File: src/rtl/array_port_arbiter.sv
// Two-requester round-robin front end for a single-port sync SRAM, with a full-array clear sequencer.
// Grants are combinational (same-cycle SRAM access) and read data returns the next cycle; requests stall during clear.
module array_port_arbiter #(
    parameter int S_INDEX = 4,
    parameter int WIDTH   = 32
) (
    input  logic               clk0,
    input  logic               rst0_n,
    input  logic               req0_valid,
    output logic               req0_ready,
    input  logic               req0_we,
    input  logic [S_INDEX-1:0] req0_addr,
    input  logic [WIDTH-1:0]   req0_wdata,
    input  logic               req1_valid,
    output logic               req1_ready,
    input  logic               req1_we,
    input  logic [S_INDEX-1:0] req1_addr,
    input  logic [WIDTH-1:0]   req1_wdata,
    output logic               rsp0_valid,
    output logic [WIDTH-1:0]   rsp0_rdata,
    output logic               rsp1_valid,
    output logic [WIDTH-1:0]   rsp1_rdata,
    input  logic               clr_req,
    output logic               clr_busy,
    output logic               clr_done,
    output logic               csb0,
    output logic               web0,
    output logic [S_INDEX-1:0] addr0,
    output logic [WIDTH-1:0]   din0,
    input  logic [WIDTH-1:0]   dout0
);

    typedef enum logic {ST_ACTIVE, ST_CLEAR} state_t;

    state_t             state_q, state_d;
    logic               ptr_q, ptr_d;
    logic [S_INDEX-1:0] cnt_q, cnt_d;
    logic               rsp0_pend_q, rsp0_pend_d;
    logic               rsp1_pend_q, rsp1_pend_d;
    logic               clr_done_q, clr_done_d;
    logic               arb_en, gnt0, gnt1, cnt_last;

    // rst0_n gates arbitration so nothing is granted while reset is held.
    assign arb_en   = rst0_n && (state_q == ST_ACTIVE) && !clr_req;
    assign gnt0     = arb_en && req0_valid && (!req1_valid || !ptr_q);
    assign gnt1     = arb_en && req1_valid && (!req0_valid || ptr_q);
    assign cnt_last = (cnt_q == {S_INDEX{1'b1}});

    always_ff @(posedge clk0 or negedge rst0_n) begin
        if (!rst0_n) begin
            state_q     <= ST_ACTIVE;
            ptr_q       <= 1'b0;
            cnt_q       <= '0;
            rsp0_pend_q <= 1'b0;
            rsp1_pend_q <= 1'b0;
            clr_done_q  <= 1'b0;
        end else begin
            state_q     <= state_d;
            ptr_q       <= ptr_d;
            cnt_q       <= cnt_d;
            rsp0_pend_q <= rsp0_pend_d;
            rsp1_pend_q <= rsp1_pend_d;
            clr_done_q  <= clr_done_d;
        end
    end

    always_comb begin
        state_d = state_q;
        case (state_q)
            ST_ACTIVE: if (clr_req)  state_d = ST_CLEAR;
            ST_CLEAR:  if (cnt_last) state_d = ST_ACTIVE;
            default:                 state_d = ST_ACTIVE;
        endcase
    end

    always_comb begin
        ptr_d       = ptr_q;
        cnt_d       = cnt_q;
        rsp0_pend_d = gnt0 && !req0_we;
        rsp1_pend_d = gnt1 && !req1_we;
        clr_done_d  = (state_q == ST_CLEAR) && cnt_last;
        if (gnt0) ptr_d = 1'b1;
        if (gnt1) ptr_d = 1'b0;
        if (state_q == ST_CLEAR)  cnt_d = cnt_q + 1'b1;
        else if (clr_req)         cnt_d = '0;
    end

    always_comb begin
        req0_ready = gnt0;
        req1_ready = gnt1;
        clr_busy   = (state_q == ST_CLEAR);
        clr_done   = clr_done_q;
        rsp0_valid = rsp0_pend_q;
        rsp1_valid = rsp1_pend_q;
        rsp0_rdata = rsp0_pend_q ? dout0 : '0;
        rsp1_rdata = rsp1_pend_q ? dout0 : '0;
        csb0       = 1'b1;
        web0       = 1'b1;
        addr0      = '0;
        din0       = '0;
        if (state_q == ST_CLEAR) begin
            csb0  = 1'b0;
            web0  = 1'b0;
            addr0 = cnt_q;
        end else if (gnt0) begin
            csb0  = 1'b0;
            web0  = !req0_we;
            addr0 = req0_addr;
            din0  = req0_wdata;
        end else if (gnt1) begin
            csb0  = 1'b0;
            web0  = !req1_we;
            addr0 = req1_addr;
            din0  = req1_wdata;
        end
    end

endmodule

File: config.mk
export PLATFORM = sky130hd
export DESIGN_NAME = array_port_arbiter
export DESIGN_NICKNAME = d
export VERILOG_FILES = /design/src/rtl/array_port_arbiter.sv
export SDC_FILE = /design/constraint.sdc
export NUM_CORES = 1
export LEC_CHECK = 0
export ABC_AREA = 1
export BUFFER_PORTS_ARGS = -buffer_cell sky130_fd_sc_hd__buf_2
export CORE_AREA = 2 2 85 87
export DETAILED_ROUTE_END_ITERATION = 16
export DIE_AREA = 0 0 87 89
export PLACE_DENSITY = 0.62
export SLEW_MARGIN = 20
export SYNTH_ARGS = -nofsm -noshare
export SYNTH_HDL_FRONTEND = slang
export SYNTH_SLANG_ARGS = --single-unit
File: constraint.sdc
create_clock -name clk0 -period 1.3 [get_ports clk0]
set_clock_uncertainty 0.15 [all_clocks]
set_input_delay 0.195 -clock clk0 [delete_from_list [all_inputs] [get_ports clk0]]
set_output_delay 0.195 -clock clk0 [all_outputs]
set_load 0.01 [all_outputs]
==> summary.txt, run 1 <==
Layout
  – Fin area: around 4200 um2
  – Final net count: 669
  – Diode count: 0
  – Sequential Area: between 200 and 250 um2
  – Most common cell after layout, fill and taps aside: buf_2
  – Core Util, Final: a little over three fifths
  – Area delta synth->final: 171%
  – Commonest non-fill, non-tap cells in the layout: buf_2, nand2_2, buf_6, nand2_4, nand2_1
  – Ratio of cells with drive above 1 in the final layout: between 80% and 90%
  – # fillers: about 590
  – Multi-input gate area: around 1400 um2

Drt
  – Vias: 2,756
  – Remaining DRCs: 0
  – 1st-iter DRT viols: 37
  – Drt via density: 4.33
  – Antenna Violating Nets Remaining: 0
  – Final WL: just under 9000 um
  – First-pass detailed-route iteration total: 4
  – WL per Instance: about 14 um

Die
  – Row Count: 30
  – CORE AREA: approximately 6700 um2
  – Die height: slightly below 90 um
  – Die width: 87 um
  – Starting Density: a little under a quarter
  – Die ar.: ~7700 um2
  – I/O Pins: roughly 220

Timing
  – Slew HR: between 80 and 90%
  – Slew Viols, Final: 0
  – Setup Viol. Count Final: between 100 and 150
  – Final worst slack: -0.574 ns
  – Worst-margin pin slew: ~0.24 ns
  – Final worst path period share: 144%
  – Fin Hold WS: 0.125 ns
  – Final worst path period need: 1.87 ns
  – Final hold vios: 0
  – FMAX: between 0.5 and 0.6 GHz
  – Unrepaired setup endpoints after global routing: true
  – Setup TNS: -33.41 ns

Global route
  – Vias in the first global route: between 2,000 and 2,500
  – GRT Total Usage: between 10% and 20%
  – Global-route wire length before repair: about 10,000 um
  – Antenna violations before repair: 0
  – Grt total ovfl: 0
  – Largest net degree at the start of global routing: 20

Pwr
  – Clock power share: roughly 14%
  – Peak VDD IR: approximately 980 uV
  – Pleak: between 2 and 3 nW
  – Seq pwr share: about 20%
  – Power Dens Cells: 594 nW/um2
  – P_int: roughly 1.4 mW
  – Comb power frac: 66.8%
  – Net Sw Frac: 42.5%
  – Sw Pwr: 1.06 mW
  – Power Total: approximately 2.5 mW

Setup path
  – Critical Path End Type: output port
  – Critical Path AT: approximately 1.5 ns
  – Crit Path Max Fanout: 5
  – Req. time, crit path: about 0.95 ns
  – Startpoint Class: register
  – CP Class: reg2out

Clocking
  – Clock Latency Late Sink: approximately 0.24 ns
  – CTS tree: done
  – Clock slew at reported path FFs: 0.05 ns
  – CTS Buffer Depth: 2
  – CTS sink count: 9
  – CTS H-tree lvls: 1
  – CTS Buf Count: 3
  – CTS root buf: clkbuf_8

Placement
  – Gp weighted congestion: around 0.81
  – Port Buffer Count: roughly 220
  – Placed cell areas: 2940 um2
  – Dpl hpwl: 5400 um

Status
  – Status: finished with violations
  – Failing checks: negative setup slack

Synthesis
  – Number of synthesized flops with an enable pin: 0
  – Async set or reset register ratio after synthesis: 100%
  – Synthesized area per cell: between 5 and 6 um2
  – Seq/Total Area, Yosys: 14.5%
  – Dominant synthesized flop cell: dfrtp_1
  – YS warnings: 0
  – Synthesized flop and latch total: 9
  – Mapped Cells: around 310
  – Synthesized cell area: approximately 1600 um2
  – Syn nets: 418
  – Post-synth cell types: 21

Min path
  – Worst hold path class: in2reg

Job
  – Max-Cap Viols: 0
## power groups by stage
stage	clock [mW]	sequential, mW	combinational, mW
floorplan	0	0.492	0.663
global placement	0	0.480	1.29
detailed placement	0	0.482	1.30
CTS	0.350	0.483	1.48
global route	0.362	0.499	1.81
finish	0.344	0.486	1.67
## registers in the layout, indices dropped and copies added, names as in the netlist
name	cells
rsp0_valid	1
rsp1_valid	1
clr_busy	1
clr_done	1
ptr_q	1
cnt_q	4
## Yosys cell counts (all sizes together) (3+ instances only)
cell type	count	area, um2
buf	8	87.6
clkbuf	6	22.5
dfrtp	9	225
inv	73	279
nand2	184	773
nand3	10	50.1
nor2	8	47.6
o21ai	3	15.0
## cells by family after synthesis
| logic type | synth area share, % |
|---|---|
| adders and majority gates | 0.806 |
| AOI/OAI and AO/OA | 2.74 |
| DFF | 14.5 |
| and+or+nand+nor | 56.9 |
| buffers and inverters | 25.1 |
## critical path, cell delays in order, from the launching register on
cell and delay, ns:
dfrtp_2 0.43, nor2_4 0.10, nand2_2 0.07, nor2_4 0.18, buf_12 0.16, clkbuf_16 0.16, nand2_4 0.04, nand2_2 0.05
buf_6 0.09
## routing by layer
metal | wire length (um) | GRT usage (%) | share of wire (%)
met2 | 4860 | 30.6 | 55
met3 | 524 | 1.85 | 6.0
met4 | 194 | 4.40 | 2.2
met1 | 3220 | 21.0 | 37
met5 | 0 | 0 | 0
## through the flow
step,std cells,setup WS [ns]
floorplan,306,-0.201
global route,636,-0.652
CTS,630,-0.565
global placement,612,-0.291
detailed placement,612,-0.306
finish,636,-0.574
## final timing paths
path	endpoint	cells past startpoint	start	slack, ns
min in group asynchronous	cnt_q[0]$_DFFE_PN0P_	3	rst0_n	0.35
max	din0[4]	8	clr_busy$_DFF_PN0_	-0.57
max in group asynchronous	clr_busy$_DFF_PN0_	3	rst0_n	0.52
min reg2reg	cnt_q[2]$_DFFE_PN0P_	2	cnt_q[2]$_DFFE_PN0P_	0.41
max reg2reg	ptr_q$_DFFE_PN0P_	7	clr_busy$_DFF_PN0_	-0.07
min	rsp0_valid$_DFF_PN0_	5	req0_we	0.13
## timing repair
| action | 4_1_cts | 5_1_grt |
|---|---|---|
| endpoints found under the hold margin | 10 | 0 |
| hold buffers | 2 | 0 |
| gates resized for setup | 89 | 167 |
| gates cloned | 8 | 5 |
| pin swaps | 16 | 36 |
| setup endpoints to repair | 109 | 110 |
| buffers inserted | 4 | 4 |
## layout make-up
| class | instances | area share, % |
|---|---|---|
| Sequential cell | 9 | 5.44 |
| Clock buffer | 3 | 0.981 |
| Inverter | 73 | 6.69 |
| Clock inverter | 1 | 0.119 |
| Timing Repair Buffer | 260 | 50.1 |
| Tap cell | 80 | 2.38 |
| Multi-Input combinational cell | 210 | 34.3 |
Note: power is estimated with default switching activity, not from simulation.
==> inputs of run 2 (changes only) <==
CAP_MARGIN = 20   (was default)
CORE_AREA = 2 2 84 86   (was 2 2 85 87)
DIE_AREA = 0 0 86 88   (was 0 0 87 89)
PLACE_DENSITY = 0.61   (was 0.62)
clock period = 2.3 ns   (was 1.3 ns; I/O delays follow)
==> summary.txt, run 2 (synthesis results as in run 1) <==
Layout
  – Max reg flops: 4 (unchanged)
  – # fillers: 732 (was 588)
  – Most common cell after layout, fill and taps aside: buf_2 (unchanged)
  – Sequential Area: 225 um2 (was 229 um2)
  – Ratio of cells with drive above 1 in the final layout: 51.1% (was 81.8%)
  – Final net count: 635 (was 669)
  – Multi-input gate area: 943 um2 (was 1440 um2)
  – Largest Register: cnt_q (unchanged)
  – Diode count: 0 (unchanged)
  – Area delta synth->final: 79.0% (was 171%)
  – Commonest non-fill, non-tap cells in the layout: buf_2, nand2_1, inv_1, nand2_2, nand3_1 (was buf_2, nand2_2, buf_6, nand2_4, nand2_1)
  – Fin area: 2780 um2 (was 4210 um2)

Drt
  – Final WL: 6190 um (was 8810 um)
  – Vias: 2,438 (was 2,756)
  – WL per Instance: 10.3 um (was 13.8 um)
  – Drt via density: 4.05 (was 4.33)
  – 1st-iter DRT viols: 47 (was 37)
  – First-pass detailed-route iteration total: 4 (unchanged)
  – Antenna Violating Nets Remaining: 0 (unchanged)
  – Remaining DRCs: 0 (unchanged)

Clocking
  – CTS Buf Count: 3 (unchanged)
  – Clock Latency Late Sink: 0.23 ns (was 0.24 ns)
  – Clock slew at reported path FFs: 0.04 ns (was 0.05 ns)
  – CTS root buf: clkbuf_8 (unchanged)
  – CTS sink count: 9 (unchanged)
  – CTS H-tree lvls: 1 (unchanged)
  – CTS tree: done (unchanged)
  – CTS Buffer Depth: 2 (unchanged)

Timing
  – Slew HR: 78.6% (was 84.0%)
  – Final worst path period need: ~2.2 ns
  – Worst-margin pin slew: 0.322 ns (was 0.240 ns)
  – Setup Viol. Count Final: 0 (was 109)
  – Final worst path period share: ~94%
  – FMAX: 0.465 GHz
  – Slew Viols, Final: 0 (unchanged)
  – Unrepaired setup endpoints after global routing: false (was true)
  – Setup TNS: 0 ns (was -33.41 ns)
  – Fin Hold WS: 0.129 ns (was 0.125 ns)
  – Final worst slack: 0.149 ns (was -0.574 ns)
  – Final hold vios: 0 (unchanged)

Setup path
  – Slowest stage cell on the critical path: dfrtp_1 (was dfrtp_2)
  – Req. time, crit path: 1.80 ns (was 0.95 ns)
  – CP Class: reg2out (unchanged)
  – Worst r2r dst: ptr_q$_DFFE_PN0P_ (unchanged)
  – CP max stage delay: 0.46 ns (was 0.43 ns)
  – Crit-path cells: nor2_4 -> nand2_1 -> nor2_4 -> clkbuf_16 -> nand2_1 -> nand3_1 -> buf_2 (was nor2_4 -> nand2_2 -> nor2_4 -> buf_12 -> clkbuf_16 -> nand2_4 -> nand2_2 -> buf_6)
  – Crit Path Max Fanout: 19 (was 5)
  – Critical Path End Type: output port (unchanged)
  – Register-to-Register Path Depth: 6 (was 7)
  – R2R Path Start: clr_busy$_DFF_PN0_ (unchanged)
  – Critical path's top delay family: simple AND/OR/NAND/NOR gates (unchanged)
  – Critical path buffers and inverters: 2 (was 3)
  – Critical Path AT: 1.66 ns (was 1.53 ns)
  – Startpoint Class: register (unchanged)
  – Reg2Reg Setup Slack: 0.85 ns (was -0.07 ns)

Global route
  – Largest net degree at the start of global routing: 39 (was 20)
  – Antenna violations before repair: 0 (unchanged)
  – GRT Total Usage: 14.3% (was 16.8%)
  – Grt total ovfl: 0 (unchanged)
  – Global-route wire length before repair: 9130 um (was 10,400 um)
  – Vias in the first global route: 2,055 (was 2,140)

Placement
  – Post-place setup slack: 0.324 ns (was -0.306 ns)
  – Dpl hpwl: 5080 um (was 5400 um)
  – Gp weighted congestion: 0.813 (was 0.805)
  – Port Buffer Count: 218 (unchanged)
  – Placed cell areas: 2680 um2 (was 2940 um2)

Pwr
  – Pleak: 2.35 nW (was 2.94 nW)
  – Peak VDD IR: 424 uV (was 979 uV)
  – Power Dens Cells: 402 nW/um2 (was 594 nW/um2)

Die
  – Row Count: 30 (unchanged)
  – Die height: 88 um (was 89 um)
  – Starting Density: 23.4% (was 23.1%)
  – I/O Pins: 219 (unchanged)
  – Die width: 86 um (was 87 um)
  – Die ar.: 7570 um2 (was 7740 um2)
  – CORE AREA: 6640 um2 (was 6720 um2)

Job
  – Max-Cap Viols: 0 (unchanged)

Status
  – Status: finished, final reports clean (was finished with violations)

Min path
  – Worst hold path class: in2reg (unchanged)
  – Hold Crit Start: req1_we (was req0_we)
  – Hold endpoint: rsp1_valid$_DFF_PN0_ (was rsp0_valid$_DFF_PN0_)
  – Worst hold path depth: 2 (was 5)
-- run 2: cell types whose count changed in the layout (fill, tap and decap cells not counted), moves of 13 or more --
cell,before,now
inv_2,40,2
buf_2,151,218
nand2_1,41,153
nand2_2,99,30
buf_6,72,0
nand2_4,44,1
buf_4,18,5
inv_1,32,70
-- run 2: timing repair --
action | CTS | global route
hold endpoints to repair | 9 | 0
setup buffers | 0 | 1
setup endpoints to repair | 0 | 19
hold buffers | 1 | 0
resized for setup | 0 | 2
-- run 2: power by group --
| group | internal (mW) | leakage [nW] | switching [mW] |
|---|---|---|---|
| clock network | 0.121 | 0.0228 | 0.0629 |
| registers | 0.220 | 0.110 | 0.0687 |
| logic | 0.300 | 2.22 | 0.346 |
-- run 2: cell type report --
cell class,count,area share [%]
sequential,9,8.10
clock buffer,4,1.62
inverter,73,10.1
multi-input combinational,210,33.9
tap,80,3.60
timing repair buffer,226,42.6
-- run 2: stage by stage --
step,power (mW),cells,util (%)
global route,1.23,602,41.8
detailed placement,0.930,595,40.4
finish,1.12,602,41.8
CTS,1.12,600,41.2
floorplan,0.640,306,-
global placement,0.924,595,40.4
-- run 2: metal layers --
layer	track usage, %	vias to the layer above	routed length, um
met5	0	-	0
met4	3.32	0	76
met3	1.79	8	425
met2	27.3	89	3260
met1	16.9	1056	2430
li1	-	1285	-
-- run 2: worst register-to-register path: stages, from the launching register on --
cell and delay, ns:
dfrtp_1 0.46, nor2_4 0.19, nand2_1 0.10, nor2_4 0.19, buf_12 0.18, inv_2 0.05
nand2_1 0.05
-- run 2: worst max-delay path by stage --
stage	to	startpoint	cells past startpoint
2_1_floorplan	din0[22]	clr_busy$_DFF_PN0_	8
3_3_place_gp	din0[0]	rst0_n	8
3_5_place_dp	din0[0]	rst0_n	8
4_1_cts	din0[0]	clr_busy$_DFF_PN0_	8
5_1_grt	din0[16]	clr_busy$_DFF_PN0_	7
6_report	addr0[1]	clr_busy$_DFF_PN0_	7
==> inputs of run 3 (changes only) <==
CELL_PAD_IN_SITES_DETAIL_PLACEMENT = 1   (was default)
CELL_PAD_IN_SITES_GLOBAL_PLACEMENT = 1   (was default)
CORE_AREA = default   (was 2 2 84 86)
CORE_ASPECT_RATIO = 1.75   (was default)
CORE_MARGIN = 2   (was default)
CORE_UTILIZATION = 18   (was default)
CTS_CLUSTER_DIAMETER = 80   (was default)
DIE_AREA = default   (was 0 0 86 88)
PLACE_DENSITY = 0.83   (was 0.61)
==> summary.txt, run 3 (synthesis results as in run 1) <==
Placement
  – Port Buffer Count: 218 (unchanged)
  – Dpl hpwl: 6690 um (was 5080 um)
  – Post-placement cell count: 630 (was 595)
  – Gp weighted congestion: 0.917 (was 0.813)

Timing
  – Setup Viol. Count Final: 0 (unchanged)
  – Slew HR: 68.2% (was 78.6%)
  – Final worst path period need: 2.16 ns (was 2.15 ns)
  – Worst-margin pin slew: 0.477 ns (was 0.322 ns)
  – Final worst path period share: 94.1% (was 93.5%)
  – FMAX: 0.462 GHz (was 0.465 GHz)
  – Final hold vios: 0 (unchanged)
  – Slew Viols, Final: 0 (unchanged)

Setup path
  – Req. time, crit path: 1.80 ns (about the same)
  – CP Class: reg2out (unchanged)
  – Critical Path AT: 1.67 ns (was 1.66 ns)
  – Startpoint Class: register (unchanged)
  – Critical Path End Type: output port (unchanged)
  – Crit Path Max Fanout: 15 (was 19)

Layout
  – Sequential Area: 226 um2 (was 225 um2)
  – # fillers: 1,204 (was 732)
  – Ratio of cells with drive above 1 in the final layout: 51.1% (about the same)
  – Multi-input gate area: 938 um2 (was 943 um2)
  – Final net count: 634 (was 635)
  – Max reg flops: 4 (unchanged)
  – Area delta synth->final: 83.1% (was 79.0%)
  – Diode count: 0 (unchanged)
  – Largest Register: cnt_q (unchanged)
  – Most common cell after layout, fill and taps aside: buf_2 (unchanged)
  – Fin cells: 636 (was 602)
  – Commonest non-fill, non-tap cells in the layout: buf_2, nand2_1, inv_1, nand2_2, nand3_1 (unchanged)

Global route
  – Largest net degree at the start of global routing: 34 (was 39)
  – Grt total ovfl: 0 (unchanged)
  – Antenna violations before repair: 0 (unchanged)
  – Vias in the first global route: 2,454 (was 2,055)
  – GRT Total Usage: 15.3% (was 14.3%)
  – Global-route wire length before repair: 11,400 um (was 9130 um)

Drt
  – WL per Instance: 12.2 um (was 10.3 um)
  – Final WL: 7730 um (was 6190 um)
  – First-pass detailed-route iteration total: 4 (unchanged)
  – Drt via density: 4.02 (was 4.05)
  – Vias: 2,559 (was 2,438)
  – Antenna Violating Nets Remaining: 0 (unchanged)
  – Remaining DRCs: 0 (unchanged)
  – 1st-iter DRT viols: 55 (was 47)

Clocking
  – CTS root buf: clkbuf_16 (was clkbuf_8)
  – CTS Buf Count: 3 (unchanged)
  – Setup Fix Bufs, Post-CTS: 0 (unchanged)
  – Clock Latency Late Sink: 0.24 ns (was 0.23 ns)
  – CTS H-tree lvls: 1 (unchanged)
  – CTS sink count: 9 (unchanged)
  – CTS tree: done (unchanged)
  – Clock slew at reported path FFs: 0.04 ns (about the same)
  – CTS Buffer Depth: 2 (unchanged)

Die
  – Die ar.: 9410 um2 (was 7570 um2)
  – CORE AREA: 8310 um2 (was 6640 um2)
  – Row Count: 44 (was 30)
  – Starting Density: 18.7% (was 23.4%)
  – Die width: 74.2 um (was 86 um)
  – Die height: 127 um (was 88 um)
  – I/O Pins: 219 (unchanged)

Pwr
  – Power Dens Cells: 443 nW/um2 (was 402 nW/um2)
  – Power Total: 1.26 mW (was 1.12 mW)
  – Pleak: 2.36 nW (was 2.35 nW)
  – Peak VDD IR: 551 uV (was 424 uV)

Status
  – Status: finished, final reports clean (unchanged)

Min path
  – Worst hold path class: in2reg (unchanged)

Job
  – Max-Cap Viols: 0 (unchanged)
[run 3: final timing paths]
kind | from | end | slack [ns] | cells after the start
hold / removal | req1_we | rsp1_valid$_DFF_PN0_ | 0.14 | 2
setup reg to reg | clr_busy$_DFF_PN0_ | rsp0_valid$_DFF_PN0_ | 0.83 | 6
min in group asynchronous | rst0_n | rsp0_valid$_DFF_PN0_ | 0.40 | 2
max in group asynchronous | rst0_n | ptr_q$_DFFE_PN0P_ | 1.31 | 3
hold reg to reg | ptr_q$_DFFE_PN0P_ | ptr_q$_DFFE_PN0P_ | 0.37 | 2
setup / recovery | clr_busy$_DFF_PN0_ | din0[4] | 0.14 | 7
[run 3: final cells by class]
class	count	area share, %
timing repair buffer	225	41.1
tap	115	5.06
inverter	73	10.1
clock buffer	4	2.77
multi-input combinational	210	33.0
sequential	9	7.97
[run 3: metal layers]
layer  up-vias  global-route usage (%)  routed length [um]
met5         -                       0                   0
met4         0                    7.14                 298
met3        23                    2.22                 565
li1       1286                       -                   -
met2       112                    30.3                4350
met1      1138                    14.3                2520
[run 3: power by group]
part	internal, mW	switching [mW]
Clock	0.232	0.0787
Combinational	0.288	0.353
Sequential	0.222	0.0853
[run 3: stage by stage]
| stage | util (%) | setup WS, ns | instance area, um2 | hold WS [ns] | setup TNS (ns) |
|---|---|---|---|---|---|
| after CTS | 34.1 | 0.0408 | 2830 | 0.136 | 0 |
| after global placement | 32.8 | 0.284 | 2730 | 0.0256 | 0 |
| after global routing | 34.2 | -0.00724 | 2840 | 0.141 | -0.00724 |
| final | 34.2 | 0.137 | 2840 | 0.139 | 0 |
| after detailed placement | 32.8 | 0.243 | 2730 | 0.0298 | 0 |
| after floorplan | - | 0.627 | 1550 | -0.101 | 0 |
[run 3: critical path: stages, from the launching register on]
cell and delay [ns]:
dfrtp_2 0.49, nor2_4 0.17, nand2_1 0.08, nor2_2 0.14, buf_4 0.23, nand2_1 0.07, nand2_1 0.10, buf_2 0.14
[run 3: timing repair]
action | in CTS | in global routing
endpoints found under the hold margin | 9 | 0
gates resized for setup | 2 | 3
pin swaps | 0 | 0
hold buffers | 2 | 0
endpoints found under the setup margin | 3 | 38
